`config.mk`:
```
export PLATFORM = sky130hd
export DESIGN_NAME = regfile_v2_flat
export DESIGN_NICKNAME = d
export VERILOG_FILES = /design/src/rtl/regfile_pkg.sv /design/src/rtl/regfile_v2_if.sv /design/src/rtl/regfile_read_port.sv /design/src/rtl/regfile_v2.sv /design/src/flat_wrapper.sv
export SDC_FILE = /design/constraint.sdc
export NUM_CORES = 2
export LEC_CHECK = 0
export ABC_AREA = 1
export BUFFER_PORTS_ARGS = -buffer_cell sky130_fd_sc_hd__buf_2
export CORE_MARGIN = 2
export CORE_UTILIZATION = 40
export CTS_BUF_LIST = sky130_fd_sc_hd__clkbuf_4 sky130_fd_sc_hd__clkbuf_8 sky130_fd_sc_hd__clkbuf_16
export CTS_CLUSTER_DIAMETER = 30
export CTS_CLUSTER_SIZE = 8
export DETAILED_ROUTE_END_ITERATION = 16
export SETUP_SLACK_MARGIN = 0.5
export SLEW_MARGIN = 30
export SYNTH_ARGS = -nofsm -noshare
export SYNTH_HDL_FRONTEND = slang
export SYNTH_SLANG_ARGS = --single-unit
export TNS_END_PERCENT = 10
```
`constraint.sdc`:
```
create_clock -name clk -period 93.7 [get_ports clk]
set_input_delay 18.74 -clock clk [delete_from_list [all_inputs] [get_ports clk]]
set_output_delay 18.74 -clock clk [all_outputs]
set_load 0.02 [all_outputs]
```
`src/rtl/regfile_pkg.sv`:
```
// Shared types and constants for the regfile_v2 register file.
package regfile_pkg;

    typedef enum logic {
        CLR_IDLE,
        CLR_RUN
    } clr_state_e;

    localparam int unsigned ERR_W        = 8;
    localparam int unsigned ERR_X0_WR    = 0;
    localparam int unsigned ERR_WR_BUSY  = 1;
    localparam int unsigned ERR_WR_OOR   = 2;
    localparam int unsigned ERR_RD_OOR   = 3;
    localparam int unsigned ERR_CLR_BUSY = 4;

endpackage

```
`src/rtl/regfile_v2_if.sv`:
```
// Bus interface of regfile_v2: write port, two read ports, clear control and error status.
interface regfile_v2_if
    import regfile_pkg::*;
#(
    parameter int unsigned XLEN     = 32,
    parameter int unsigned NUM_REGS = 32
) ();

    localparam int unsigned ADDR_W = $clog2(NUM_REGS);

    logic              wr_en;
    logic [ADDR_W-1:0] wr_addr;
    logic [XLEN-1:0]   wr_data;
    logic [ADDR_W-1:0] rd_addr_a;
    logic [XLEN-1:0]   rd_data_a;
    logic [ADDR_W-1:0] rd_addr_b;
    logic [XLEN-1:0]   rd_data_b;
    logic              clr_req;
    logic              clr_busy;
    logic              err_clr;
    logic [ERR_W-1:0]  error_vector;

    modport master (
        output wr_en, wr_addr, wr_data,
        output rd_addr_a, rd_addr_b,
        output clr_req, err_clr,
        input  rd_data_a, rd_data_b, clr_busy, error_vector
    );

    modport slave (
        input  wr_en, wr_addr, wr_data,
        input  rd_addr_a, rd_addr_b,
        input  clr_req, err_clr,
        output rd_data_a, rd_data_b, clr_busy, error_vector
    );

endinterface

```
`src/rtl/regfile_read_port.sv`:
```
// One combinational read mux of regfile_v2 with range, hardwired-zero and
// optional write forwarding (REGFILE_BYPASS_EN).
module regfile_read_port #(
    parameter int unsigned XLEN     = 32,
    parameter int unsigned NUM_REGS = 32,
    parameter int unsigned ZERO_REG = 1
) (
    input  logic [NUM_REGS-1:0][XLEN-1:0] regs_i,
    input  logic [$clog2(NUM_REGS)-1:0]   addr_i,
`ifdef REGFILE_BYPASS_EN
    input  logic                          byp_en_i,
    input  logic [$clog2(NUM_REGS)-1:0]   byp_addr_i,
    input  logic [XLEN-1:0]               byp_data_i,
`endif
    output logic [XLEN-1:0]               data_o,
    output logic                          oor_o
);

    localparam int unsigned ADDR_W  = $clog2(NUM_REGS);
    localparam bit          HAS_OOR = NUM_REGS < (1 << ADDR_W);
    localparam bit          ZR      = ZERO_REG != 0;

    logic in_range;
    logic is_zero;

    generate
        if (HAS_OOR) begin : g_range
            assign in_range = {1'b0, addr_i} < (ADDR_W+1)'(NUM_REGS);
        end else begin : g_full
            assign in_range = 1'b1;
        end
    endgenerate

    assign is_zero = ZR && (addr_i == '0);
    assign oor_o   = !in_range;

    // Range and x0 checks outrank forwarding so illegal reads always return 0.
    always_comb begin
        data_o = '0;
        if (in_range && !is_zero) begin
            data_o = regs_i[addr_i];
`ifdef REGFILE_BYPASS_EN
            if (byp_en_i && (byp_addr_i == addr_i)) begin
                data_o = byp_data_i;
            end
`endif
        end
    end

endmodule

```
`src/rtl/regfile_v2.sv`:
```
// Parametrised integer register file: one write port, two read ports, sequenced
// clear engine and sticky error vector. Optional forwarding under REGFILE_BYPASS_EN.
module regfile_v2
    import regfile_pkg::*;
#(
    parameter int unsigned XLEN     = 32,
    parameter int unsigned NUM_REGS = 32,
    parameter int unsigned ZERO_REG = 1
) (
    input  logic         clk,
    input  logic         rst,
    regfile_v2_if.slave  bus
);

    localparam int unsigned       ADDR_W   = $clog2(NUM_REGS);
    localparam bit                HAS_OOR  = NUM_REGS < (1 << ADDR_W);
    localparam bit                ZR       = ZERO_REG != 0;
    localparam logic [ADDR_W-1:0] LAST_IDX = ADDR_W'(NUM_REGS - 1);

    logic [NUM_REGS-1:0][XLEN-1:0] mem_q;
    clr_state_e                    state_q;
    logic [ADDR_W-1:0]             idx_q;
    logic                          busy_q;
    logic [ERR_W-1:0]              err_q;
    logic [ERR_W-1:0]              err_d;
    logic [ERR_W-1:0]              err_evt;

    logic wr_in_range;
    logic wr_x0;
    logic wr_ok;
    logic oor_a;
    logic oor_b;

    generate
        if (HAS_OOR) begin : g_wr_range
            assign wr_in_range = {1'b0, bus.wr_addr} < (ADDR_W+1)'(NUM_REGS);
        end else begin : g_wr_full
            assign wr_in_range = 1'b1;
        end
    endgenerate

    assign wr_x0 = ZR && (bus.wr_addr == '0);
    assign wr_ok = bus.wr_en && !busy_q && wr_in_range && !wr_x0;

    regfile_read_port #(
        .XLEN     (XLEN),
        .NUM_REGS (NUM_REGS),
        .ZERO_REG (ZERO_REG)
    ) u_rd_a (
        .regs_i     (mem_q),
        .addr_i     (bus.rd_addr_a),
`ifdef REGFILE_BYPASS_EN
        .byp_en_i   (wr_ok),
        .byp_addr_i (bus.wr_addr),
        .byp_data_i (bus.wr_data),
`endif
        .data_o     (bus.rd_data_a),
        .oor_o      (oor_a)
    );

    regfile_read_port #(
        .XLEN     (XLEN),
        .NUM_REGS (NUM_REGS),
        .ZERO_REG (ZERO_REG)
    ) u_rd_b (
        .regs_i     (mem_q),
        .addr_i     (bus.rd_addr_b),
`ifdef REGFILE_BYPASS_EN
        .byp_en_i   (wr_ok),
        .byp_addr_i (bus.wr_addr),
        .byp_data_i (bus.wr_data),
`endif
        .data_o     (bus.rd_data_b),
        .oor_o      (oor_b)
    );

    // A new event in the same cycle as err_clr survives the clear.
    always_comb begin
        err_evt               = '0;
        err_evt[ERR_X0_WR]    = bus.wr_en && wr_x0;
        err_evt[ERR_WR_BUSY]  = bus.wr_en && busy_q;
        err_evt[ERR_WR_OOR]   = bus.wr_en && !wr_in_range;
        err_evt[ERR_RD_OOR]   = oor_a || oor_b;
        err_evt[ERR_CLR_BUSY] = bus.clr_req && busy_q;
        err_d                 = (bus.err_clr ? '0 : err_q) | err_evt;
    end

    always_ff @(posedge clk or posedge rst) begin
        if (rst) begin
            mem_q   <= '0;
            state_q <= CLR_IDLE;
            idx_q   <= '0;
            busy_q  <= 1'b0;
            err_q   <= '0;
        end else begin
            err_q <= err_d;
            if (wr_ok) begin
                mem_q[bus.wr_addr] <= bus.wr_data;
            end
            case (state_q)
                CLR_IDLE: begin
                    if (bus.clr_req) begin
                        state_q <= CLR_RUN;
                        idx_q   <= '0;
                        busy_q  <= 1'b1;
                    end
                end
                CLR_RUN: begin
                    mem_q[idx_q] <= '0;
                    if (idx_q == LAST_IDX) begin
                        state_q <= CLR_IDLE;
                        idx_q   <= '0;
                        busy_q  <= 1'b0;
                    end else begin
                        idx_q <= idx_q + ADDR_W'(1);
                    end
                end
                default: begin
                    state_q <= CLR_IDLE;
                    idx_q   <= '0;
                    busy_q  <= 1'b0;
                end
            endcase
        end
    end

    assign bus.clr_busy     = busy_q;
    assign bus.error_vector = err_q;

endmodule

```
`src/flat_wrapper.sv`:
```
// flat-port wrapper written by rule: the top's interface ports become plain ports
module regfile_v2_flat import regfile_pkg::*;
#(
    parameter int unsigned XLEN     = 32,
    parameter int unsigned NUM_REGS = 32,
    parameter int unsigned ZERO_REG = 1
)
  (clk, rst, bus_wr_en, bus_wr_addr, bus_wr_data, bus_rd_addr_a, bus_rd_addr_b, bus_clr_req, bus_err_clr, bus_rd_data_a, bus_rd_data_b, bus_clr_busy, bus_error_vector);
  regfile_v2_if #(.XLEN(XLEN), .NUM_REGS(NUM_REGS)) bus_i ();
  input  logic clk;
  input  logic rst;
  input wire logic [$bits(bus_i.wr_en)-1:0] bus_wr_en;
  input wire logic [$bits(bus_i.wr_addr)-1:0] bus_wr_addr;
  input wire logic [$bits(bus_i.wr_data)-1:0] bus_wr_data;
  input wire logic [$bits(bus_i.rd_addr_a)-1:0] bus_rd_addr_a;
  input wire logic [$bits(bus_i.rd_addr_b)-1:0] bus_rd_addr_b;
  input wire logic [$bits(bus_i.clr_req)-1:0] bus_clr_req;
  input wire logic [$bits(bus_i.err_clr)-1:0] bus_err_clr;
  output wire logic [$bits(bus_i.rd_data_a)-1:0] bus_rd_data_a;
  output wire logic [$bits(bus_i.rd_data_b)-1:0] bus_rd_data_b;
  output wire logic [$bits(bus_i.clr_busy)-1:0] bus_clr_busy;
  output wire logic [$bits(bus_i.error_vector)-1:0] bus_error_vector;
  assign bus_i.wr_en = bus_wr_en;
  assign bus_i.wr_addr = bus_wr_addr;
  assign bus_i.wr_data = bus_wr_data;
  assign bus_i.rd_addr_a = bus_rd_addr_a;
  assign bus_i.rd_addr_b = bus_rd_addr_b;
  assign bus_i.clr_req = bus_clr_req;
  assign bus_i.err_clr = bus_err_clr;
  assign bus_rd_data_a = bus_i.rd_data_a;
  assign bus_rd_data_b = bus_i.rd_data_b;
  assign bus_clr_busy = bus_i.clr_busy;
  assign bus_error_vector = bus_i.error_vector;
  regfile_v2 #(.XLEN(XLEN), .NUM_REGS(NUM_REGS), .ZERO_REG(ZERO_REG)) u_core (.clk(clk), .rst(rst), .bus(bus_i));
endmodule
```
# ---- Word-level counts from Yosys, hierarchy flattened
# Cells that the tools add are included.
dict set report word_totals {
  out_inout_bits 73
  ff_bits 1039
  memories 0
  ram_bits 0
  latchBits 0
  rom_bits 0
}
dict set report classes {
  magnitude_cmp 6
  addsub 1
  shift 0
  n_mux 23
  mul 0
  n_div 0
  eq_ne 3
  n_reduce_logical 13
  bitwise_logic 4
}
# operator count
set ops {}
lappend ops {{2-to-1 mux 1024 bit} 2}
lappend ops {{AND 1024 bit} 1}
lappend ops {{bitwise mux 1024 bit} 1}
lappend ops {{inverter 1024 bit} 1}
lappend ops {{binary-select mux 32 bit (select 5 bit)} 2}
lappend ops {{demux 32 bit (select 5 bit)} 2}
lappend ops {{2-to-1 mux 32 bit} 6}
lappend ops {{< comparator 5 x 6 -> 1 bit (second input constant)} 4}
lappend ops {{logical NOT 5 bit} 3}
lappend ops {{greater-or-equal comparator 5 x 1 -> 1 bit (second input constant)} 2}
lappend ops {{2-to-1 mux 5 bit} 2}
lappend ops {{case mux 5 bit (2 select lines)} 1}
lappend ops {{2-to-1 mux 8 bit} 1}
lappend ops {{OR 8 x 5 -> 8 bit} 1}
lappend ops {{logical AND 1 bit} 7}
lappend ops {{adder 5 x 1 -> 5 bit (second input constant)} 1}
lappend ops {{== test 5 bit (second input constant)} 1}
lappend ops {{2-to-1 mux 1 bit} 4}
lappend ops {{inequality test 2 bit (second input constant)} 2}
lappend ops {{case mux 1 bit (2 select lines)} 2}
lappend ops {{logical NOT 1 bit} 2}
lappend ops {{AND reduction 2 bit} 1}
lappend ops {{inverter 1 bit} 1}

# ---- Logic depth before layout (Yosys ltp)
dict set report logic_depth {
  depth_word 8
  ltp_mapped 12
  depth_no_buf 11
}

# ---- By module
# Synthesis repeated with hierarchy kept, for this count alone.
dict set report unflattened {
  cells_unflattened 10773
  area_unflattened_um2 67232.0
}
# module cells_per_inst area_per_inst_um2 n_inst seq_area_each_um2
set by_module_without_submodules {}
lappend by_module_without_submodules {regfile_v2 5841 45733.9 1 25899.8}
lappend by_module_without_submodules {regfile_read_port 2466 10749.1 2 0.0}

# ---- Least setup slack after synthesis
# No wires, ideal clock.
dict set report synth_path {
  kind {in2out}
  startpoint {input port bus_rd_addr_a[1]}
  endpoint {output port bus_rd_data_a[10]}
  cell_stages 10
  n_path_buf 3
  path_slack_ps 54694
  required_ps 74960
  arrival_ps 20266
  path_cell_list {clkbuf_1 inv_2 clkbuf_1 clkbuf_1 o21ai_0 o21ai_0 nor2_1 nor2_1 nor2_1 nor2_1}
}
dict set report synth_between {
  elab_chain_len 3
  elab_cells_between_ends 4
  classes_between {3 x mux; 1 x reduce/logical}
}
# item line_no
set synth_rtl {}
lappend synth_rtl {{start, declared} flat_wrapper.sv:15} ;# input wire logic [$bits(bus_i.rd_addr_a)-1:0] bus_rd_addr_a;
lappend synth_rtl {{binary-select mux 32 bit (select 5 bit)} regfile_read_port.sv:41} ;# data_o = regs_i[addr_i];
lappend synth_rtl {{2-to-1 mux 32 bit (implied by the code)} regfile_read_port.sv:41}
lappend synth_rtl {{2-to-1 mux 32 bit (*)} regfile_read_port.sv:40} ;# if (in_range && !is_zero) begin
lappend synth_rtl {{end, declared} flat_wrapper.sv:19} ;# output wire logic [$bits(bus_i.rd_data_a)-1:0] bus_rd_data_a;
# Every way passes the cells marked *; elsewhere a longest branch is shown, timed or not. The select of a mux whose other input is x is not followed.

# ---- Worst setup path in the final report
dict set report layout_path {
  startpoint {input port bus_rd_addr_b[0]}
  endpoint {output port bus_rd_data_b[30]}
}
dict set report layout_between {
  elab_chain_len 3
  elab_cells_between_ends 4
  classes_between {3 x mux; 1 x reduce/logical}
}
# item line_no
set layout_rtl {}
lappend layout_rtl {{start, declared} flat_wrapper.sv:16} ;# input wire logic [$bits(bus_i.rd_addr_b)-1:0] bus_rd_addr_b;
lappend layout_rtl {{binary-select mux 32 bit (select 5 bit)} regfile_read_port.sv:41}
lappend layout_rtl {{2-to-1 mux 32 bit (implied by the code)} regfile_read_port.sv:41}
lappend layout_rtl {{2-to-1 mux 32 bit (*)} regfile_read_port.sv:40}
lappend layout_rtl {{end, declared} flat_wrapper.sv:20} ;# output wire logic [$bits(bus_i.rd_data_b)-1:0] bus_rd_data_b;
# Marked as above.

==> flow_summary.yaml <==
status:
  outcome: "finished clean"
clock_tree:
  clock_path_buffers: 4
  cts_made_buffers: 276
  clk_pin_slew_worst_paths_ns: 0.04
  cts.sinks: 1034
  cts_resized: 0
  cts.hold.buffers_added: 0
  cts_setup_buffers: 0
  clk_latency_ns: 0.89
  cts_root_buffer: "clkbuf_16"
  htree_num_levels: 5
  cts_tree: "yes"
worst_setup_path:
  worstPathCellList: "buf_8 -> inv_8 -> buf_12 -> buf_4 -> nand2_1 -> nand3_1 -> nand3_1 -> nand2_1 -> nand2_1 -> nand3_1 -> nand2_1 -> nor2_1 -> buf_2"
  worstPathArrival_ns: 23.07
  crit_cells: 13
  path_buf_inv: 5
  cp-end-kind: "output port"
  r2r_cells: 6
  crit_slowest_cell: "buf_4"
  crit_path_max_fanout: 188
  cp_common_cell: "nand2_1"
  startpoint_type: "input port"
  worstPathRequired_ns: 74.96
  crit_type: "input port to output port"
  cpPeakStageDelay_ns: 0.92
  critPathTopFamily: "buffers and inverters"
finish:
  areaGrowthSynthToFinish_pct: 17.89
  drive_gt1_share_pct: 9.513
  final_net_count: 8446
min_path:
  worstHoldPathType: "register to register"
  whs_path_depth: 2
grt:
  overflow: 0
  antenna_found_initial: 9
  grt_pass1_wl_mm: 406.3
  grt_util_all_layers_pct: 34.56
  grt_max_degree: 189
  first_global_vias: 63700
sta:
  setup_viol: 0
  hold_slack_ns: 0.4956
  tightest_slew_ns: 1.136
  maxSlewViolCount: 0
  clock.fmax_ghz: 0.02392
  period_minus_slack_ns: 41.81
  rsz0062_at_grt: "false"
  clock_skew_ns: 0.04674
  period_share_pct: 44.62
  slew_headroom_pct: 24.25
  tns_ns: 0
  hold_violations: 0
floorplan:
  fp.dieW_um: 392.5
  io_pins: 125
  start_util_pct: 40.31
  coreArea_mm2: 0.1498
  rows: 142
  die_y_um: 392.5
  dieArea_mm2: 0.1540
synth:
  synth_area_leaders: "dfrtp_1 (43%), nand2_1 (16%), nand3_1 (11%)"
  syn_inst: 8736
  synth_area_mm2: 0.06037
  synth_xor_area_share_pct: 0.02902
  synth_top_family_by_area: "simple AND/OR/NAND/NOR gates"
  netlist.area_leader.share_pct: 42.86
  synth-adder-area-share_pct: 0.1036
  synth.distinct_cells: 27
  synth_edf_count: 0
  synth_compound_area_share_pct: 18.51
  synthSimpleGateAreaFrac_pct: 31.87
  synth_seq_cells: 1034
  yosys-top-cells-count: "nand2_1 (2629), nand3_1 (1382), dfrtp_1 (1034)"
  ys_warn_count: 0
  seq_area_frac_synth_pct: 42.86
  async_reset_ff_share_pct: 100.0
  yosys.area.top_type: "dfrtp_1"
  ys.flop_type: "dfrtp_1"
  syn_area_per_cell_um2: 6.910
  yosys.cell_count.top_type: "nand2_1"
  synthMuxAreaShare_pct: 0
routing:
  wl_per_cell_um: 25.59
  vias: 66770
  wirelength_mm: 271.2
  ant_nets: 0
  drt_iter0_drc: 9926
  drc: 0
  dr.pass1.iters: 8
  via_per_inst: 6.301
run:
  cap_violations: 0
power_and_ir_drop:
  leakage_nw: 32.88
  peakVddDrop_uv: 25.00
  powerDensity_mw_per_mm2: 29.97
placed_design:
  io_buffers: 119
  gp_congestion: 0.8768
  hpwl_mm: 135.5
-- sequential cells by signal, summed over array words and instances, names as in the netlist --
| name | flops |
|---|---|
| u_core.mem_q | 1024 |
| u_core.idx_q | 5 |
| u_core.bus.error_vector | 3 |
| u_core.bus.clr_busy | 1 |
| u_core.state_q | 1 |
-- worst min-delay path: stages, from the launching register on --
cell     delay, ns
dfrtp_1       0.36
nand2_1       0.06
inv_1         0.04
-- through the flow --
step	power (mW)	worst slack [ns]	cells	cell area, um^2	util (%)
after floorplan	0.9800	45.86	8740	60380	-
after global placement	1.134	52.00	10120	61400	40.99
after detailed placement	1.147	52.02	10120	61580	41.12
after CTS	2.116	52.00	10590	71000	47.41
after global routing	2.221	51.73	10600	71160	47.51
final	2.133	51.89	10600	71170	47.52
-- worst paths after layout --
kind                                        from                end  slack, ns
worst min register to register  u_core.mem_q[27]   u_core.mem_q[27]       0.50
max in group asynchronous                    rst  u_core.mem_q[737]      71.80
min in group asynchronous                    rst  u_core.mem_q[294]      17.81
worst min-delay path            u_core.mem_q[27]   u_core.mem_q[27]       0.50
worst max-delay path            bus_rd_addr_b[0]  bus_rd_data_b[30]      51.89
worst max register to register   u_core.idx_q[0]  u_core.mem_q[630]      90.24
-- where the power goes --
group	switching [mW]	internal [mW]	total [mW]
Sequential	0.0998	0.567	0.667
Clock	0.284	0.683	0.967
Combinational	0.348	0.151	0.499
-- cell usage in the layout (no fill, tap or decap), types with 14 or more instances in the layout --
cell type and instances:
clkbuf_4 34, dfrtp_1 1034, nor2_4 29, nor2_1 570
clkinvlp_4 18, inv_2 36, buf_6 14, clkbuf_16 280
a211oi_1 64, nand2_1 2617, buf_4 99, o21ai_0 393
a21oi_1 937, inv_1 106, o22ai_1 644, clkbuf_8 43
clkinv_2 46, buf_2 111, bufinv_16 37, nand3_1 1377
-- area by class of cell --
class,instances,area (um^2)
Sequential cell,1034,25870
Timing Repair Buffer,246,1922
Inverter,154,636.9
Fill cell,14760,78610
Multi-Input combinational cell,6677,30780
Antenna cell,4,10.01
Tap cell,2016,2522
Clock inverter,110,1567
Clock buffer,357,7854
-- cell families after synthesis --
group | after synthesis
xor gates and xnor gates | 2
other | 1
adders and majority gates | 5
buffers and inverters | 1029
DFF | 1034
and+or+nand+nor | 4626
AOI/OAI and AO/OA | 2039
-- routing by layer --
metal | GRT usage [%] | wire length [um] | up-vias
li1 | - | - | 29040
met1 | 46.12 | 106900 | 31960
met2 | 51.38 | 115200 | 4865
met3 | 9.984 | 36600 | 905
met4 | 16.36 | 12490 | 4
met5 | 0 | 28 | -
(Power assumes the default switching activity.)
